$ cat src/rtl/ladybird_trap_ctrl.sv
// Trap-entry / MRET sequencer driving the machine-mode CSR write port and PC redirect.
// Optional macro LADYBIRD_TRAP_MTVAL_EN adds the mtval write step (W_TVAL).
module ladybird_trap_ctrl #(
   parameter int XLEN = 32
) (
   input  logic            clk,
   input  logic            rst,
   input  logic            trap_valid,
   input  logic [XLEN-1:0] trap_cause,
   input  logic [XLEN-1:0] trap_pc,
   input  logic [XLEN-1:0] trap_tval,
   input  logic            mret_valid,
   output logic            busy,
   output logic            csr_valid,
   output logic [2:0]      csr_op,
   output logic [11:0]     csr_addr,
   output logic [XLEN-1:0] csr_data,
   input  logic [XLEN-1:0] csr_rdata,
   output logic            redirect_valid,
   output logic [XLEN-1:0] redirect_pc
);

   localparam logic [2:0]  FUNCT3_CSRRW = 3'b001;
   localparam logic [11:0] CSR_MSTATUS  = 12'h300;
   localparam logic [11:0] CSR_MTVEC    = 12'h305;
   localparam logic [11:0] CSR_MEPC     = 12'h341;
   localparam logic [11:0] CSR_MCAUSE   = 12'h342;
   localparam logic [11:0] CSR_MTVAL    = 12'h343;

   typedef enum logic [2:0] {
      S_IDLE     = 3'd0,
      S_W_EPC    = 3'd1,
      S_W_CAUSE  = 3'd2,
      S_W_TVAL   = 3'd3,
      S_W_STATUS = 3'd4,
      S_T_REDIR  = 3'd5,
      S_R_STATUS = 3'd6,
      S_R_REDIR  = 3'd7
   } state_e;

   state_e          state_q, state_d;
   logic [XLEN-1:0] cause_q, cause_d;
   logic [XLEN-1:0] pc_q, pc_d;
   logic [2:0]      op_q;

   // Trap entry: MPIE <= MIE, MIE <= 0, MPP <= M.
   function automatic logic [XLEN-1:0] trap_mstatus(input logic [XLEN-1:0] st);
      logic [XLEN-1:0] r;
      r        = st;
      r[7]     = st[3];
      r[3]     = 1'b0;
      r[12:11] = 2'b11;
      return r;
   endfunction

   // MRET: MIE <= MPIE, MPIE <= 1, MPP stays M on an M-only hart.
   function automatic logic [XLEN-1:0] mret_mstatus(input logic [XLEN-1:0] st);
      logic [XLEN-1:0] r;
      r        = st;
      r[3]     = st[7];
      r[7]     = 1'b1;
      r[12:11] = 2'b11;
      return r;
   endfunction

   // Vectored mode only applies to interrupts; modes 2/3 behave as direct.
   function automatic logic [XLEN-1:0] trap_target(input logic [XLEN-1:0] tvec,
                                                   input logic [XLEN-1:0] cause);
      logic [XLEN-1:0] base;
      base = {tvec[XLEN-1:2], 2'b00};
      if ((tvec[1:0] == 2'b01) && cause[XLEN-1]) begin
         return base + {cause[XLEN-3:0], 2'b00};
      end else begin
         return base;
      end
   endfunction

`ifdef LADYBIRD_TRAP_MTVAL_EN
   logic [XLEN-1:0] tval_q, tval_d;
`else
   logic tval_unused_s;
   assign tval_unused_s = ^trap_tval;
`endif

   // State and latched trap context.
   always_ff @(posedge clk or posedge rst) begin
      if (rst) begin
         state_q <= S_IDLE;
         cause_q <= '0;
         pc_q    <= '0;
`ifdef LADYBIRD_TRAP_MTVAL_EN
         tval_q  <= '0;
`endif
      end else begin
         state_q <= state_d;
         cause_q <= cause_d;
         pc_q    <= pc_d;
`ifdef LADYBIRD_TRAP_MTVAL_EN
         tval_q  <= tval_d;
`endif
      end
   end

   // csr_op reads 0 while in reset and CSRRW afterwards.
   always_ff @(posedge clk or posedge rst) begin
      if (rst) begin
         op_q <= 3'b000;
      end else begin
         op_q <= FUNCT3_CSRRW;
      end
   end

   // Next-state: requests only sampled in IDLE, trap beats mret.
   always_comb begin
      state_d = state_q;
      cause_d = cause_q;
      pc_d    = pc_q;
`ifdef LADYBIRD_TRAP_MTVAL_EN
      tval_d  = tval_q;
`endif
      case (state_q)
         S_IDLE: begin
            if (trap_valid) begin
               state_d = S_W_EPC;
               cause_d = trap_cause;
               pc_d    = trap_pc;
`ifdef LADYBIRD_TRAP_MTVAL_EN
               tval_d  = trap_tval;
`endif
            end else if (mret_valid) begin
               state_d = S_R_STATUS;
            end else begin
               state_d = S_IDLE;
            end
         end
         S_W_EPC:    state_d = S_W_CAUSE;
`ifdef LADYBIRD_TRAP_MTVAL_EN
         S_W_CAUSE:  state_d = S_W_TVAL;
         S_W_TVAL:   state_d = S_W_STATUS;
`else
         S_W_CAUSE:  state_d = S_W_STATUS;
`endif
         S_W_STATUS: state_d = S_T_REDIR;
         S_T_REDIR:  state_d = S_IDLE;
         S_R_STATUS: state_d = S_R_REDIR;
         S_R_REDIR:  state_d = S_IDLE;
         default:    state_d = S_IDLE;
      endcase
   end

   // Outputs decoded from state; RMW data and targets use csr_rdata of the same cycle.
   always_comb begin
      busy           = 1'b1;
      csr_valid      = 1'b0;
      csr_addr       = 12'h000;
      csr_data       = '0;
      redirect_valid = 1'b0;
      redirect_pc    = '0;
      case (state_q)
         S_IDLE: begin
            busy = 1'b0;
         end
         S_W_EPC: begin
            csr_valid = 1'b1;
            csr_addr  = CSR_MEPC;
            csr_data  = {pc_q[XLEN-1:2], 2'b00};
         end
         S_W_CAUSE: begin
            csr_valid = 1'b1;
            csr_addr  = CSR_MCAUSE;
            csr_data  = cause_q;
         end
`ifdef LADYBIRD_TRAP_MTVAL_EN
         S_W_TVAL: begin
            csr_valid = 1'b1;
            csr_addr  = CSR_MTVAL;
            csr_data  = tval_q;
         end
`endif
         S_W_STATUS: begin
            csr_valid = 1'b1;
            csr_addr  = CSR_MSTATUS;
            csr_data  = trap_mstatus(csr_rdata);
         end
         S_T_REDIR: begin
            csr_addr       = CSR_MTVEC;
            redirect_valid = 1'b1;
            redirect_pc    = trap_target(csr_rdata, cause_q);
         end
         S_R_STATUS: begin
            csr_valid = 1'b1;
            csr_addr  = CSR_MSTATUS;
            csr_data  = mret_mstatus(csr_rdata);
         end
         S_R_REDIR: begin
            csr_addr       = CSR_MEPC;
            redirect_valid = 1'b1;
            redirect_pc    = {csr_rdata[XLEN-1:2], 2'b00};
         end
         default: begin
            busy = 1'b0;
         end
      endcase
   end

   assign csr_op = op_q;

endmodule

$ cat config.mk
export PLATFORM = sky130hd
export DESIGN_NAME = ladybird_trap_ctrl
export DESIGN_NICKNAME = d
export VERILOG_FILES = /design/src/rtl/ladybird_trap_ctrl.sv
export SDC_FILE = /design/constraint.sdc
export NUM_CORES = 1
export LEC_CHECK = 0
export BUFFER_PORTS_ARGS = -buffer_cell sky130_fd_sc_hd__clkbuf_2
export CORE_MARGIN = 5
export CORE_UTILIZATION = 50
export DETAILED_ROUTE_END_ITERATION = 6
export PLACE_DENSITY_LB_ADDON = 0.12
export SLEW_MARGIN = 30
export SYNTH_ARGS = -nofsm -noshare
export SYNTH_HDL_FRONTEND = slang
export SYNTH_SLANG_ARGS = --single-unit
$ cat constraint.sdc
create_clock -name clk -period 10.3 [get_ports clk]
set_input_delay 2.06 -clock clk [delete_from_list [all_inputs] [get_ports clk]]
set_output_delay 2.06 -clock clk [all_outputs]
set_load 0.01 [all_outputs]
==> impl_metrics.env, run 1 <==
export IMPL_status="completed"
export IMPL_fin_util_pct=61.98
export IMPL_h_tree_depth=3
export IMPL_grt_pass1_vias=5113
export IMPL_ys_ff_latch=66
export IMPL_first_iter_violations=352
export IMPL_worstPathArrival_ns=4.72
export IMPL_wl_um=16770
export IMPL_drt_first_pass_iters=5
export IMPL_cp_top_family="compound AO/OA/AOI/OAI gates"
export IMPL_netlist_top_cells_area="dfrtp_1 31%, mux2_2 13%, nand2_1 6.9%, ha_1 6.9%, a21oi_1 4.4%"
export IMPL_placement_setup_worst_slack_ns=3.524
export IMPL_finalHoldViolCount=0
export IMPL_fp_row_count=37
export IMPL_r2r_start="state_q[2]$_DFF_PP0_"
export IMPL_rsz0062_at_grt="false"
export IMPL_start_kind="input port"
export IMPL_hold_buffers=0
export IMPL_syn_area_um2=5274
export IMPL_viasPerCell=5.799
export IMPL_wl_per_cell_um=18.59
export IMPL_ioPinCount=214
export IMPL_netlist_instances=613
export IMPL_clock_skew_ns=0.005872
export IMPL_timing_critical_path_buf_inv=3
export IMPL_min_from="pc_q[2]$_DFFE_PP0P_"
export IMPL_cts_root_buf="clkbuf_8"
export IMPL_die_w_um=112.7
export IMPL_cp_slowest_cell="a2111oi_4"
export IMPL_portBuffers=169
export IMPL_die_area_um2=12700
export IMPL_dp_cells=886
export IMPL_yosysSeqAreaShare_pct=31.32
export IMPL_endpoint_kind="output port"
export IMPL_diodes=0
export IMPL_grtUsageTotal_pct=25.74
export IMPL_place_gp_congestion=0.9556
export IMPL_fin_nets=923
export IMPL_yosysUniqueCellTypes=61
export IMPL_synth_most_common_cell="nand2_1"
export IMPL_fin_tns_setup_ns=0
export IMPL_setup_viol_count_final=0
export IMPL_fin_crit_sh_pct=65.84
export IMPL_area_growth_synth_to_final_pct=21.33
export IMPL_vias=5231
export IMPL_hold_class="reg2reg"
export IMPL_required_ns=8.24
export IMPL_fin_cells=902
export IMPL_worstMarginPinSlew_ns=0.8542
export IMPL_drc=0
export IMPL_power_density_nw_per_um2=315.7
export IMPL_clk_insertion_delay_late_ns=0.35
export IMPL_grt_pass1_wl_um=26410
export IMPL_initial_core_util_pct=51.08
export IMPL_slowest_delay_ns=0.43
export IMPL_leakage_nw=3.063
export IMPL_yosysWarnings=0
export IMPL_antenna_found_initial=0
export IMPL_cts_tree="done"
export IMPL_grt_overflow_total=0
export IMPL_core_area_um2=10320
export IMPL_synthFlopType="dfrtp_1"
export IMPL_grt_max_degree=67
export IMPL_crit_path_frequent_cell="clkbuf_2"
export IMPL_period_minus_slack_ns=6.782
export IMPL_yosys_area_top_type="dfrtp_1"
export IMPL_post_cts_buffers=0
export IMPL_cts_buffers=9
export IMPL_async_flop_share_pct=100.0
export IMPL_cts_buffer_depth=2
export IMPL_relSlewSlack_pct=43.06
export IMPL_crit_chain="clkbuf_2, ha_1, inv_1, fa_1, and2b_1, o2111ai_2, a2111oi_4, nor2_2, o31ai_4, a21oi_2, or3_1, nand3_1, clkbuf_2"
export IMPL_drive_above_1_share_pct=35.38
export IMPL_worst_slack_ns=3.518
export IMPL_cts_sinks=66
export IMPL_hpwl_um=12890
export IMPL_cts_resized=0
export IMPL_finalPower_mw=2.020
export IMPL_ant_nets=0
export IMPL_irDropWorstVdd_uv=212.7
export IMPL_synth_commonest_cells="97 x nand2_1, 66 x dfrtp_1, 62 x mux2_2"
export IMPL_crit_fanout=5
export IMPL_synth_top_area_share_pct=31.32
export IMPL_die_h_um=112.7
export IMPL_startpoint="csr_rdata[2]"
export IMPL_synth_edf_count=0
export IMPL_maxCapViolations=0
export IMPL_slew_violations=0
export IMPL_clk_pin_slew_ns=0.07
export IMPL_syn_avg_cell_area_um2=8.603
export IMPL_fmax_ghz=0.1475
export IMPL_critPathKind="in2out"
worst register-to-register path: stages (launching register included):
cell     delay [ns]
dfrtp_1        0.40
buf_4          0.30
nor4b_2        0.36
buf_4          0.46
mux2_2         0.41
cell families (layout without fill, tap and decap cells):
logic type / Yosys count / after routing / share of synthesized area (%)
adder cells (fa/ha/maj): 30 / 30 / 7.260
AND/OR/NAND/NOR: 191 / 191 / 16.61
flip-flops: 66 / 66 / 31.32
AO/OA/AOI/OAI: 179 / 179 / 22.42
buffers and inverters: 61 / 205 / 5.338
XOR/XNOR: 21 / 21 / 3.488
multiplexers: 63 / 63 / 13.43
other: 2 / 11 / 0.1424
layout make-up:
cell class              instances  area (µm²)
clock inverters                 4       72.57
flip-flops and latches         66        1652
repair buffers                176       898.4
inverters                      13       48.80
clock buffers                  12       165.2
well taps                     136       170.2
fillers                       942        3925
multi-input cells             495        3392
registers in the layout, summed over array words and instances (netlist names):
register,cells
cause_q,32
csr_op,1
pc_q,30
state_q,3
stage by stage:
| step | hold slack (ns) | instance area [µm²] |
|---|---|---|
| after CTS | 0.5115 | 6395 |
| after global routing | 0.5168 | 6399 |
| after floorplan | 0.4806 | 5308 |
| after detailed placement | 0.4959 | 6157 |
| final | 0.5096 | 6399 |
| after global placement | 0.4896 | 6152 |
power breakdown:
part	switching [mW]	leakage, nW	internal (mW)	total [mW]
sequential	0.103	0.783	0.391	0.494
combinational	0.734	2.16	0.534	1.27
clock	0.102	0.119	0.156	0.258
total	0.939	3.06	1.08	2.02
layout by cell type (no fill, tap or decap), drive strengths merged, types with 20 or more instances in the layout:
cell type,instances
nand2,97
mux2,62
a21oi,49
dfrtp,66
clkbuf,181
nor2,27
ha,29
o21ai,48
a22oi,26
nand3,20
path summary, 6_finish.rpt:
kind,end,slack [ns],depth (start not counted)
setup / recovery,redirect_pc[26],3.52,13
hold / removal,pc_q[2]$_DFFE_PP0P_,0.51,1
setup reg to reg,pc_q[23]$_DFFE_PP0P_,8.26,4
hold reg to reg,pc_q[2]$_DFFE_PP0P_,0.51,1
max in group asynchronous,pc_q[2]$_DFFE_PP0P_,7.80,3
min in group asynchronous,csr_op[0]$_DFF_PP0_,1.94,3
metal layers:
metal	wire length (µm)	vias to the layer above	GRT usage, %
li1	-	2506	-
met1	7593	2495	37.26
met2	7518	207	39.14
met3	1371	23	5.187
met4	284	0	7.212
met5	0	-	0
(Power assumes the default switching activity.)
==> inputs of run 2 (changes only) <==
==> constraint.sdc (replaced) <==
create_clock -name clk -period 7 [get_ports clk]
set_input_delay 1.4 -clock clk [delete_from_list [all_inputs] [get_ports clk]]
set_output_delay 1.4 -clock clk [all_outputs]
set_load 0.01 [all_outputs]
==> run 2 against run 1 <==
  * Final cell count is 0.11% higher
  * Sequential share of layout area about the same
  * Wire length fell by 1.8%
==> impl_metrics.env, run 2 (synthesis results as in run 1) <==
export IMPL_crit_chain="clkbuf_2, ha_1, inv_1, fa_1, and2b_1, o2111ai_2, a2111oi_4, nor2_2, o31ai_4, a21oi_2, or3_1, nand3_1, clkbuf_2"
export IMPL_area_growth_synth_to_final_pct=21.35
export IMPL_setup_viol_count_final=0
export IMPL_clk_pin_slew_ns=0.07
export IMPL_drive_above_1_share_pct=35.33
export IMPL_grt_overflow_total=0
export IMPL_fp_row_count=37
export IMPL_p_switching_mw=1.365
export IMPL_fin_crit_sh_pct=77.18
export IMPL_first_iter_violations=401
export IMPL_drt_first_pass_iters=5
export IMPL_seqPwrFrac_pct=24.9
export IMPL_clockPowerShare_pct=11.4
export IMPL_irDropWorstVdd_uv=234.4
export IMPL_cp_slowest_cell="a2111oi_4"
export IMPL_antenna_found_initial=0
export IMPL_p_int_mw=1.556
export IMPL_status="completed"
export IMPL_cts_root_buf="clkbuf_8"
export IMPL_hold_class="reg2reg"
export IMPL_grtUsageTotal_pct=25.71
export IMPL_clk_insertion_delay_late_ns=0.35
export IMPL_core_area_um2=10320
export IMPL_power_density_nw_per_um2=456.3
export IMPL_cts_resized=0
export IMPL_crit_path_frequent_cell="clkbuf_2"
export IMPL_final_cell_mix="169 x clkbuf_2, 96 x nand2_1, 66 x dfrtp_1"
export IMPL_hold_buffers=0
export IMPL_finalHoldViolCount=0
export IMPL_endpoint_kind="output port"
export IMPL_worst_slack_ns=1.597
export IMPL_fin_tns_setup_ns=0
export IMPL_maxCapViolations=0
export IMPL_place_gp_congestion=0.9841
export IMPL_grt_pass1_wl_um=26470
export IMPL_initial_core_util_pct=51.08
export IMPL_rrSetupSlack_ns=4.94
export IMPL_required_ns=5.60
export IMPL_swShare_pct=46.73
export IMPL_grt_max_degree=67
export IMPL_cts_sinks=66
export IMPL_slowest_delay_ns=0.42
export IMPL_regMostFlops="cause_q"
export IMPL_start_kind="input port"
export IMPL_r2r_start="state_q[2]$_DFF_PP0_"
export IMPL_slew_violations=0
export IMPL_diodes=0
export IMPL_worstPathArrival_ns=4.00
export IMPL_startpoint="csr_rdata[2]"
export IMPL_placement_setup_worst_slack_ns=1.608
export IMPL_crit_fanout=5
export IMPL_die_area_um2=12700
export IMPL_post_cts_buffers=0
export IMPL_r2r_end="cause_q[23]$_DFFE_PP0P_"
export IMPL_fin_nets=925
export IMPL_die_w_um=112.7
export IMPL_viasPerCell=5.771
export IMPL_ioPinCount=214
export IMPL_period_minus_slack_ns=5.403
export IMPL_vias=5211
export IMPL_wl_per_cell_um=18.24
export IMPL_reg_top3="cause_q: 32 flops, pc_q: 30 flops, state_q: 3 flops"
export IMPL_cts_buffer_depth=2
export IMPL_portBuffers=169
export IMPL_drc=0
export IMPL_cts_buffers=9
export IMPL_crit_end="redirect_pc[26]"
export IMPL_worstMarginPinSlew_ns=0.6988
export IMPL_hpwl_um=12790
export IMPL_ant_nets=0
export IMPL_largest_reg_flops=32
export IMPL_cts_tree="done"
export IMPL_grt_pass1_vias=5212
export IMPL_relSlewSlack_pct=53.24
export IMPL_fmax_ghz=0.1851
export IMPL_p_comb_share_pct=63.7
export IMPL_rsz0062_at_grt="false"
export IMPL_critPathKind="in2out"
export IMPL_leakage_nw=3.068
export IMPL_rr_worst_depth=4
export IMPL_die_h_um=112.7
export IMPL_wl_um=16470
export IMPL_clock_skew_ns=0.008278
export IMPL_h_tree_depth=3
export IMPL_layout_commonest_cell="clkbuf_2"
-- run 2: cell types whose count changed in the layout (fill, tap and decap cells not counted), sizes merged --
cell	delta
bufinv	-1
clkinvlp	-1
buf	+2
clkbuf	+1
-- run 2: layout make-up --
class                           count  area (µm²)
Clock buffer                       13       168.9
Clock inverter                      2       35.03
Fill cell                         954        3924
Inverter                           13       48.80
Multi-Input combinational cell    495        3392
Sequential cell                    66        1652
Tap cell                          136       170.2
Timing Repair Buffer              178       933.4
-- run 2: metal layers --
metal | vias to the layer above | share of wire [%] | GRT usage [%]
li1 | 2515 | - | -
met1 | 2465 | 46 | 36.84
met2 | 197 | 44 | 38.31
met3 | 34 | 7.8 | 6.578
met4 | 0 | 2.2 | 7.612
met5 | - | 0 | 0
-- run 2: worst min-delay path by stage --
| stage | start | endpoint | cells after the start |
|---|---|---|---|
| 5_1_grt | pc_q[18]$_DFFE_PP0P_ | pc_q[18]$_DFFE_PP0P_ | 1 |
| 3_3_place_gp | pc_q[20]$_DFFE_PP0P_ | pc_q[20]$_DFFE_PP0P_ | 1 |
| 2_1_floorplan | pc_q[2]$_DFFE_PP0P_ | pc_q[2]$_DFFE_PP0P_ | 1 |
| 4_1_cts | pc_q[16]$_DFFE_PP0P_ | pc_q[16]$_DFFE_PP0P_ | 1 |
| 6_report | pc_q[14]$_DFFE_PP0P_ | pc_q[14]$_DFFE_PP0P_ | 1 |
| 3_5_place_dp | pc_q[18]$_DFFE_PP0P_ | pc_q[18]$_DFFE_PP0P_ | 1 |
-- run 2: per-stage QoR --
step                      hold slack, ns  instance area [µm²]  utilization, %  instances  power, mW
final                             0.5096                 6400           61.99        903      2.920
after global routing              0.5187                 6400           61.99        903      3.171
after CTS                         0.5102                 6369           61.69        902      2.914
after detailed placement          0.4957                 6165           59.71        887      2.573
after global placement            0.4895                 6160           59.67        887      2.528
after floorplan                   0.4806                 5308               -        622      2.028
-- run 2: worst max-delay path, delay by kind of cell --
kind            cells  cell delay (ns)
compound gates      4             0.96
simple gates        4             0.75
fa+ha+maj           2             0.56
buf+inv             3             0.31
-- run 2: power groups by stage --
stage	registers (mW)	clock network, mW	logic (mW)
4_1_cts	0.722	0.339	1.85
3_5_place_dp	0.729	0	1.84
2_1_floorplan	0.671	0	1.36
3_3_place_gp	0.718	0	1.81
6_report	0.727	0.334	1.86
5_1_grt	0.753	0.357	2.06
